$ cat src/rtl/i2s_stream_tx.sv
// i2s_stream_tx: framed serial pixel stream (16-bit header + N data bits) with one-byte prefetch buffer.
// Optional I2S_TX_UNDERRUN_CNT_EN adds a saturating underrun byte counter output.
module i2s_stream_tx (
  input  logic       i2s_clk,
  input  logic       rst_n,
  input  logic       start,
  input  logic [3:0] num_modules_x,
  input  logic [3:0] num_modules_y,
  input  logic [5:0] row_num,
  input  logic [7:0] pix_data,
  input  logic       pix_valid,
  output logic       pix_ready,
  output logic       i2s_data,
  output logic       busy,
  output logic       done,
  output logic       underrun
`ifdef I2S_TX_UNDERRUN_CNT_EN
  ,
  output logic [7:0] underrun_cnt
`endif
);
  typedef enum logic [1:0] {IDLE, HDR, DATA} state_t;
  state_t      state_q, state_d;
  logic [1:0]  rs_q;
  logic        rst_ok;
  logic [11:0] cnt_q, cnt_d, last;
  logic [3:0]  nx_q, ny_q;
  logic [8:0]  mods;
  logic [15:0] hdr_w, hsr_q, hsr_d;
  logic [7:0]  sr_q, sr_d, hold_q, hold_d, ld_byte, urc_q, urc_d;
  logic        hold_v_q, hold_v_d, data_q, data_d, done_q, done_d, ur_q, ur_d;
  logic        idle, last_bit, hdr_last, go, reload, accept, uflow, clr;
  // Reset asserts immediately but releases two edges later so logic starts from a clean IDLE.
  always_ff @(posedge i2s_clk or negedge rst_n)
    if (!rst_n) rs_q <= '0;
    else rs_q <= {rs_q[0], 1'b1};
  assign rst_ok = rs_q[1];
  assign mods     = (9'(nx_q) + 9'd1) * (9'(ny_q) + 9'd1);
  assign last     = 12'({mods, 4'b0000} - 13'd1);
  assign hdr_w    = {num_modules_x, num_modules_y, 2'b00, row_num};
  assign idle     = state_q == IDLE;
  assign last_bit = state_q == DATA && cnt_q == last;
  assign hdr_last = state_q == HDR && cnt_q == 12'd15;
  assign go       = start & (idle | last_bit);
  assign reload   = hdr_last | (state_q == DATA && !last_bit && cnt_q[2:0] == 3'd7);
  assign accept   = pix_valid & ~hold_v_q;
  assign uflow    = reload & ~hold_v_q;
  assign clr      = go & idle;
  assign ld_byte  = hold_v_q ? hold_q : 8'h00;
  always_ff @(posedge i2s_clk or negedge rst_ok)
    if (!rst_ok) state_q <= IDLE;
    else state_q <= state_d;
  always_comb
    state_d = go ? HDR : hdr_last ? DATA : last_bit ? IDLE : state_q;
  always_comb begin
    cnt_d    = (go || hdr_last || idle || last_bit) ? 12'd0 : cnt_q + 12'd1;
    data_d   = go ? hdr_w[15] : reload ? ld_byte[7] : (state_q == HDR) ? hsr_q[15] :
               (state_q == DATA && !last_bit) ? sr_q[7] : 1'b0;
    hsr_d    = go ? {hdr_w[14:0], 1'b0} : {hsr_q[14:0], 1'b0};
    sr_d     = reload ? {ld_byte[6:0], 1'b0} : {sr_q[6:0], 1'b0};
    hold_v_d = accept | (hold_v_q & ~reload);
    hold_d   = accept ? pix_data : hold_q;
    done_d   = state_q == DATA && cnt_q == last - 12'd1;
    ur_d     = !clr && (ur_q || uflow);
    urc_d    = clr ? 8'd0 : (uflow && urc_q != 8'hFF) ? urc_q + 8'd1 : urc_q;
  end
  always_ff @(posedge i2s_clk or negedge rst_ok)
    if (!rst_ok) begin
      cnt_q    <= '0;
      nx_q     <= '0;
      ny_q     <= '0;
      hsr_q    <= '0;
      sr_q     <= '0;
      hold_q   <= '0;
      hold_v_q <= 1'b0;
      data_q   <= 1'b0;
      done_q   <= 1'b0;
      ur_q     <= 1'b0;
      urc_q    <= '0;
    end else begin
      cnt_q    <= cnt_d;
      nx_q     <= go ? num_modules_x : nx_q;
      ny_q     <= go ? num_modules_y : ny_q;
      hsr_q    <= hsr_d;
      sr_q     <= sr_d;
      hold_q   <= hold_d;
      hold_v_q <= hold_v_d;
      data_q   <= data_d;
      done_q   <= done_d;
      ur_q     <= ur_d;
      urc_q    <= urc_d;
    end
  assign pix_ready = ~hold_v_q;
  assign i2s_data  = data_q;
  assign busy      = ~idle;
  assign done      = done_q;
  assign underrun  = ur_q;
`ifdef I2S_TX_UNDERRUN_CNT_EN
  assign underrun_cnt = urc_q;
`else
  logic unused;
  assign unused = ^urc_q;
`endif
endmodule

$ cat config.mk
export PLATFORM = sky130hd
export DESIGN_NAME = i2s_stream_tx
export DESIGN_NICKNAME = d
export VERILOG_FILES = /design/src/rtl/i2s_stream_tx.sv
export SDC_FILE = /design/constraint.sdc
export NUM_CORES = 1
export LEC_CHECK = 0
export CAP_MARGIN = 20
export CORE_ASPECT_RATIO = 1.25
export CORE_UTILIZATION = 58
export CTS_CLUSTER_SIZE = 20
export DETAILED_ROUTE_END_ITERATION = 8
export HOLD_SLACK_MARGIN = 0.05
export PLACE_DENSITY_LB_ADDON = 0.25
export SLEW_MARGIN = 5
export SYNTH_ARGS = -nofsm -noshare
export SYNTH_HDL_FRONTEND = slang
export SYNTH_SLANG_ARGS = --single-unit
$ cat constraint.sdc
create_clock -name i2s_clk -period 2.17 [get_ports i2s_clk]
set_input_delay 0.5425 -clock i2s_clk [delete_from_list [all_inputs] [get_ports i2s_clk]]
set_output_delay 0.5425 -clock i2s_clk [all_outputs]
set_load 0.1 [all_outputs]
==> results.cfg, run 1 <==
[critical_path]
cp-end-kind = flop
rr_startpoint = ny_q[0]$_DFFE_PN0N_
r2r-end = hsr_q[13]$_DFF_PN0_
timing_worst_setup_path_type = flop to flop
rr_worst_depth = 17
crit_arrival_ns = 5.73
startpoint_type = flop
cp_max_fo = 5
crit_start = ny_q[0]$_DFFE_PN0N_
crit_required_ns = 2.40
r2r_slack_ns = -3.33

[route]
viasPerCell = 6.30
drt_first_pass_iters = 5
drc = 0
dr.first_iter.drc_count = 251
detail-route-antenna-nets = 0
num_vias = 3019
routedWlPerCell_um = 24.4
wirelength_um = 11700

[yosys]
synth.largest_area_cell = dfrtp_1
netlist_instances = 303
synth_top_area_frac = 0.431
synth.top_cells.by_count = dfrtp_1 (58), inv_1 (26), mux2_2 (26)
synth_edf_count = 0
async_flop_share = 1.00
seq_area_frac_synth = 0.431
synth-seq-cells = 58
syn_area_per_cell_sq_um = 11.1
ys_types = 44
synth_area_leaders = dfrtp_1 (43%), mux2_2 (8.7%), ha_1 (7.1%)
synth_warnings = 0
netlist_area_sq_um = 3370
synth_fp_nets = 356
synth_most_common_cell = dfrtp_1
yosys_most_used_dff = dfrtp_1

[final_layout]
area.growth.synth_to_final_pct = 45.9
finalCoreUtilization = 0.890
final_cells = 479
drive_above_1_share = 0.405
diodes = 0
fill_cells = 202
layout.nets = 463

[clocking]
cts.path.max_buffers = 2
h-tree-depth = 3
cts.reportedPaths.clkPinSlew_ns = 0.09
clk_root_buffer_cell = clkbuf_8
worstSkewPairLatency_ns = 0.36
cts_buffers = 9
cts_tree = built
clock_sinks = 58
ctsHoldBuffers = 0

[place]
gp_congestion = 0.876
dp.cells = 446
hpwl_um = 5340
port_buffers = 30
place_worst_setup_slack_ns = -3.25

[global_routing]
grt_util_all_layers = 0.337
grt_pass1_wl_um = 15200
grt_max_degree = 34
first_global_vias = 3026
antenna_found_initial = 0
grt_overflow = 0

[outcome]
failed_checks = setup timing
status = complete, but fails checks

[sta]
grt_setup_unrepaired = yes
finalHoldViolCount = 0
finalWorstSetupSlack_ns = -3.33
finalCritPeriodShare = 2.53
finalClockSkew_ns = 0.0197
fmax_mhz = 182
min_period_ns = 5.50
setup_violations = 48
maxSlewHeadroom = 0.628
maxSlewViolCount = 0
hold_slack_ns = 0.245
worst_pin_slew_ns = 0.558

[worst_hold_path]
hp-class = flop to async pin

[die]
die_width_um = 70.1
core_area_sq_um = 5520
rows = 30
die-area_sq_um = 6110
die_height_um = 87.2
io-pin-count = 31
initial_core_util = 0.610

[job]
max-cap-violations = 0
## final cells by class
class	count	area, sq um	area share
sequential	58	1460	0.297
tap	64	80.1	0.0163
clock inverter	6	67.6	0.0138
inverter	26	97.6	0.0199
clock buffer	10	128	0.0260
timing repair buffer	105	996	0.203
multi-input combinational	210	2080	0.424
## timing repair
| item | in CTS | in global routing |
|---|---|---|
| buffers inserted | 11 | 3 |
| pin swaps | 14 | 8 |
| gates resized for setup | 30 | 35 |
| cloned | 4 | 1 |
| endpoints found under the setup margin | 48 | 48 |
## per-layer routing
| layer | GRT usage | vias up | wire, um |
|---|---|---|---|
| li1 | - | 1252 | - |
| met1 | 0.395 | 1493 | 4100 |
| met2 | 0.613 | 192 | 5930 |
| met3 | 0.0660 | 82 | 833 |
| met4 | 0.125 | 0 | 847 |
| met5 | 0 | - | 0 |
## worst max path at each step
stage / to / slack, ns / cells after the start
6_report: hsr_q[13]$_DFF_PN0_ / -3.33 / 17
5_1_grt: hsr_q[13]$_DFF_PN0_ / -3.46 / 21
4_1_cts: nx_q[0]$_DFFE_PN0N_ / -3.24 / 17
3_5_place_dp: hsr_q[2]$_DFF_PN0_ / -3.25 / 16
3_3_place_gp: ny_q[0]$_DFFE_PN0N_ / -3.13 / 16
2_1_floorplan: ny_q[0]$_DFFE_PN0N_ / -3.19 / 16
## cell families (layout without fill, tap and decap cells)
family                   count (synthesis)  in the layout  share of synthesized area
flip-flops                              58             58                      0.431
AND/OR/NAND/NOR                         89             90                      0.139
XOR/XNOR                                32             32                     0.0933
multiplexers                            33             33                      0.108
buffers and inverters                   36            147                     0.0446
AO/OA/AOI/OAI                           27             27                     0.0647
adder cells (fa/ha/maj)                 27             27                      0.118
other                                    1              1                    0.00111
## through the flow
stage / TNS [ns] / area [sq um]
floorplan: -140.89 / 3470
global placement: -143.38 / 4270
detailed placement: -148.38 / 4270
CTS: -146.31 / 4720
global route: -158.87 / 4910
finish: -152.61 / 4910
## state kept, by name, summed over array words and instances (netlist names), 2 cells and up
register / flops
rs_q: 2
ny_q: 4
hsr_q: 15
nx_q: 4
state_q: 2
sr_q: 7
hold_q: 8
cnt_q: 12
## layout by cell type (no fill, tap or decap), types with 3 or more instances in the layout
master           netlist  routed
buf_4                  0      63
dfrtp_1               58      53
inv_1                 26      26
clkdlybuf4s50_1        0      25
mux2_4                 0      19
ha_1                  19      16
xor2_1                17      15
nand2_1               15      15
nor2_1                13      13
nand3_1               14      13
xnor2_1               13      10
buf_6                  2      10
clkbuf_8               0       9
mux2_2                26       8
and3_1                 9       7
nor3_1                12       7
fa_1                   8       7
mux2i_1                6       6
nor3_2                 0       5
dfrtp_2                0       5
and2_1                 6       4
nor2b_1                6       4
buf_12                 0       4
nand4_1                3       3
a21oi_1                5       3
a2111o_1               3       3
and2_4                 0       3
ha_4                   0       3
## worst max-delay path, cell delays in order (launching register included)
cell	delay [ns]
dfrtp_2	0.44
ha_4	0.20
and3_4	0.22
nand2b_4	0.06
fa_1	0.49
fa_1	0.50
inv_1	0.05
fa_1	0.53
ha_4	0.24
xnor2_4	0.13
or4b_4	0.55
a2111o_1	0.39
a211o_2	0.33
a211o_4	0.34
a211oi_4	0.28
buf_6	0.18
buf_16	0.13
mux2_4	0.30
Power of run 1 is not shown: default switching activity piles up to over one toggle a cycle in this logic, so the estimate is an artifact.
==> run 2, diff against run 1 <==
PLACE_DENSITY = 0.76   (was unset)
PLACE_DENSITY_LB_ADDON = unset   (was 0.25)
==> results.cfg, run 2 (same netlist as run 1, synthesis figures left out) <==
[final_layout]
diodes = 0
fill_cells = 213
layout.nets = 462
largest-register = hsr_q
finalCoreUtilization = 0.887
layout_commonest_cell = buf_4
drive_above_1_share = 0.391
largest_reg_flops = 15
area.sequential_sq_um = 1460
area.growth.synth_to_final_pct = 45.4
layout_common_cells = buf_4 (63), dfrtp_1 (53), inv_1 (25), clkdlybuf4s50_1 (25)
reg_top3 = hsr_q (15), cnt_q (12), hold_q (8)
multi_input_area_sq_um = 2040

[clocking]
cts_buffers = 9
h-tree-depth = 3
cts.reportedPaths.clkPinSlew_ns = 0.08
clk_root_buffer_cell = clkbuf_8
ctsHoldBuffers = 0
cts_tree = built
worstSkewPairLatency_ns = 0.35
cts.path.max_buffers = 2
clock_sinks = 58

[sta]
finalWorstSetupSlack_ns = -3.43
setup_violations = 48
min_period_ns = 5.60
finalClockSkew_ns = 0.0122
grt_setup_unrepaired = yes
finalCritPeriodShare = 2.58
setup_tns_ns = -157.65
maxSlewViolCount = 0
fmax_mhz = 179
finalHoldViolCount = 0

[outcome]
status = complete, but fails checks
failed_checks = setup timing

[route]
viasPerCell = 6.04
drt_first_pass_iters = 4
drc = 0
routedWlPerCell_um = 22.7
dr.first_iter.drc_count = 244
num_vias = 2888
wirelength_um = 10800
detail-route-antenna-nets = 0

[critical_path]
cp_max_fo = 6
cp_top_family = adder cells
critPathSlowestCell = fa_1
cp_common_cell = fa_1
rr_startpoint = nx_q[1]$_DFFE_PN0N_
startpoint_type = flop
cp-end-kind = flop
cp.buffers_inverters = 3
crit_start = nx_q[1]$_DFFE_PN0N_
timing_worst_setup_path_type = flop to flop
crit_required_ns = 2.39
crit_arrival_ns = 5.81
max_stage_delay_ns = 0.59
cp_cell_sequence = ha_4 > xor2_4 > nand2_2 > fa_1 > fa_1 > inv_2 > fa_1 > ha_4 > xnor2_4 > or4b_4 > a2111o_1 > a211o_2 > a211o_4 > a211oi_4 > buf_6 > buf_12 > mux2_2

[worst_hold_path]
hp-class = flop to async pin

[global_routing]
grt_overflow = 0
antenna_found_initial = 0
grt_max_degree = 38
first_global_vias = 2940
grt_util_all_layers = 0.311
grt_pass1_wl_um = 14100

[place]
gp_congestion = 0.856
port_buffers = 30
hpwl_um = 5310

[die]
core_area_sq_um = 5520
initial_core_util = 0.610
io-pin-count = 31
rows = 30
die_width_um = 70.1
die-area_sq_um = 6110
die_height_um = 87.2

[job]
max-cap-violations = 0
## run 2: cell count changes in the layout (fill, tap and decap cells not counted), moves of 2 or more
| cell | before | now |
|---|---|---|
| nor3_1 | 7 | 11 |
| nor3_2 | 5 | 1 |
| mux2_2 | 8 | 11 |
| mux2_4 | 19 | 16 |
| buf_6 | 10 | 8 |
| clkbuf_8 | 9 | 11 |
| clkinvlp_4 | 2 | 0 |
## run 2: stage by stage
step | hold slack (ns) | std cells | area (sq um) | setup WS [ns]
floorplan | 0.247 | 303 | 3470 | -3.19
global placement | 0.223 | 446 | 4270 | -3.13
detailed placement | 0.224 | 446 | 4270 | -3.26
CTS | 0.228 | 470 | 4650 | -3.21
global route | 0.266 | 478 | 4890 | -3.55
finish | 0.212 | 478 | 4890 | -3.43
## run 2: worst paths after layout
path | end | slack [ns] | cells after the start
worst min register to register | hold_q[1]$_DFFE_PN0P_ | 0.21 | 0
worst max-delay path | ny_q[1]$_DFFE_PN0N_ | -3.43 | 17
min in group i2s_clk | rs_q[1]$_DFF_PN0_ | 0.37 | 0
max in group asynchronous | ny_q[0]$_DFFE_PN0N_ | 1.38 | 1
worst min-delay path | hold_q[1]$_DFFE_PN0P_ | 0.21 | 0
worst max register to register | ny_q[1]$_DFFE_PN0N_ | -3.43 | 17
## run 2: layer usage
metal / vias up / routed length [um] / track usage / part of all wire
met5: - / 0 / 0 / 0
met4: 0 / 802 / 0.160 / 0.074
li1: 1255 / - / - / -
met2: 142 / 5720 / 0.576 / 0.53
met3: 69 / 564 / 0.0741 / 0.052
met1: 1422 / 3740 / 0.329 / 0.35
## run 2: cell type report
class | instances | share of cell area
clock buffer | 12 | 0.0317
multi-input combinational | 210 | 0.417
clock inverter | 4 | 0.0151
tap | 64 | 0.0164
inverter | 26 | 0.0199
timing repair buffer | 104 | 0.203
sequential | 58 | 0.298
## run 2: repair_timing
action,in CTS,in global routing
cloned,3,2
buffers inserted,5,9
pin swaps,7,15
endpoints found under the setup margin,48,48
hold endpoints to repair,0,0
gates resized for setup,23,31
Power of run 2 is left out for the same reason.
==> run 3, diff against run 2 <==
CELL_PAD_IN_SITES_DETAIL_PLACEMENT = 1   (was unset)
CELL_PAD_IN_SITES_GLOBAL_PLACEMENT = 1   (was unset)
CORE_UTILIZATION = 45   (was 58)
PLACE_DENSITY = 0.74   (was 0.76)
TNS_END_PERCENT = 20   (was unset)
==> results.cfg, run 3 (same netlist as run 1, synthesis figures left out) <==
[outcome]
status = complete, but fails checks
failed_checks = setup timing

[final_layout]
largest-register = hsr_q
layout_commonest_cell = buf_4
largest_reg_flops = 15
fill_cells = 731
diodes = 0
layout_common_cells = buf_4 (70), dfrtp_1 (53), inv_1 (26)
layout.nets = 462
reg_top3 = hsr_q (15), cnt_q (12), hold_q (8)
area.sequential_sq_um = 1460
drive_above_1_share = 0.377
multi_input_area_sq_um = 1960
area.growth.synth_to_final_pct = 41.1

[sta]
grt_setup_unrepaired = yes
min_period_ns = 5.45
setup_violations = 48
finalWorstSetupSlack_ns = -3.28
fmax_mhz = 184
finalClockSkew_ns = 0.0110
maxSlewViolCount = 0
finalHoldViolCount = 0
finalCritPeriodShare = 2.51
setup_tns_ns = -148.60

[critical_path]
cp.buffers_inverters = 3
cp_max_fo = 12
cp_cell_sequence = ha_4 > xor2_2 > nand2_1 > fa_1 > fa_1 > inv_1 > fa_1 > ha_4 > or2b_1 > a21oi_2 > xor2_2 > a2111o_1 > a211o_2 > a211o_4 > a211oi_4 > buf_6 > buf_12 > mux2_1
max_stage_delay_ns = 0.50
critPathSlowestCell = fa_1
startpoint_type = flop
crit_required_ns = 2.38
cp_top_family = adder cells
crit_arrival_ns = 5.66
cp-end-kind = flop
timing_worst_setup_path_type = flop to flop
cp_common_cell = fa_1

[global_routing]
grt_max_degree = 45
grt_overflow = 0
grt_pass1_wl_um = 15900
first_global_vias = 3080
antenna_found_initial = 0
grt_util_all_layers = 0.274

[job]
max-cap-violations = 0

[route]
drt_first_pass_iters = 4
maxUsedRoutingLayer = met4
routedWlPerCell_um = 19.5
dr.first_iter.drc_count = 52
detail-route-antenna-nets = 0
drc = 0
num_vias = 2671
viasPerCell = 5.30
wirelength_um = 9810
routedLengthMet1_um = 3770
wl_met2_um = 5630
wl_met3_um = 223

[clocking]
worstSkewPairLatency_ns = 0.33
cts_buffers = 9
h-tree-depth = 3
cts_tree = built
cts.reportedPaths.clkPinSlew_ns = 0.07
clock_sinks = 58
cts.path.max_buffers = 2
clk_root_buffer_cell = clkbuf_8
ctsHoldBuffers = 0

[die]
die_height_um = 98.7
die-area_sq_um = 7830
die_width_um = 79.4
initial_core_util = 0.474
core_area_sq_um = 7100
rows = 34
io-pin-count = 31

[worst_hold_path]
hp-class = flop to async pin

[place]
port_buffers = 30
gp_congestion = 0.808
hpwl_um = 6300
[run 3: changes by cell type in the layout (fill, tap and decap cells not counted), moves of 2 or more]
cell | before | now
mux2_4 | 16 | 7
mux2_2 | 11 | 19
buf_4 | 63 | 70
buf_6 | 8 | 3
xor2_2 | 0 | 3
clkbuf_16 | 2 | 0
clkbuf_8 | 11 | 9
clkinvlp_4 | 0 | 2
xor2_4 | 2 | 0
[run 3: repair_timing]
item,4_1_cts,5_1_grt
pin swaps,9,5
cloned,2,0
setup buffers,3,7
resized for setup,23,13
endpoints found under the setup margin,48,48
[run 3: final timing paths]
path / cells after the start / end / slack, ns / startpoint
min in group i2s_clk: 0 / rs_q[1]$_DFF_PN0_ / 0.35 / rs_q[0]$_DFF_PN0_
setup reg to reg: 18 / hsr_q[13]$_DFF_PN0_ / -3.28 / ny_q[0]$_DFFE_PN0N_
setup / recovery: 18 / hsr_q[13]$_DFF_PN0_ / -3.28 / ny_q[0]$_DFFE_PN0N_
hold / removal: 0 / hsr_q[1]$_DFF_PN0_ / 0.17 / rs_q[1]$_DFF_PN0_
hold reg to reg: 0 / hsr_q[1]$_DFF_PN0_ / 0.17 / rs_q[1]$_DFF_PN0_
max in group asynchronous: 1 / nx_q[0]$_DFFE_PN0N_ / 1.43 / rs_q[1]$_DFF_PN0_
[run 3: through the flow]
stage                     instances  hold slack, ns  cell area, sq um   util  setup WS (ns)
after detailed placement        476           0.166              4320  0.607          -3.31
final                           504           0.175              4750  0.669          -3.28
after CTS                       497           0.165              4640  0.653          -3.24
after global placement          476           0.157              4320  0.607          -3.16
after floorplan                 303           0.247              3440      -          -3.19
after global routing            504           0.199              4750  0.669          -3.44
[run 3: metal layers]
layer,global-route usage,vias up
met2,0.507,45
li1,-,1245
met1,0.314,1367
met5,0,-
met3,0.0472,14
met4,0.0923,0
[run 3: layout make-up]
cell class,count,area share
sequential,58,0.307
inverter,26,0.0205
clock inverter,5,0.0116
clock buffer,11,0.0277
tap,90,0.0237
multi-input combinational,210,0.413
timing repair buffer,104,0.196
Power of run 3 is left out for the same reason.
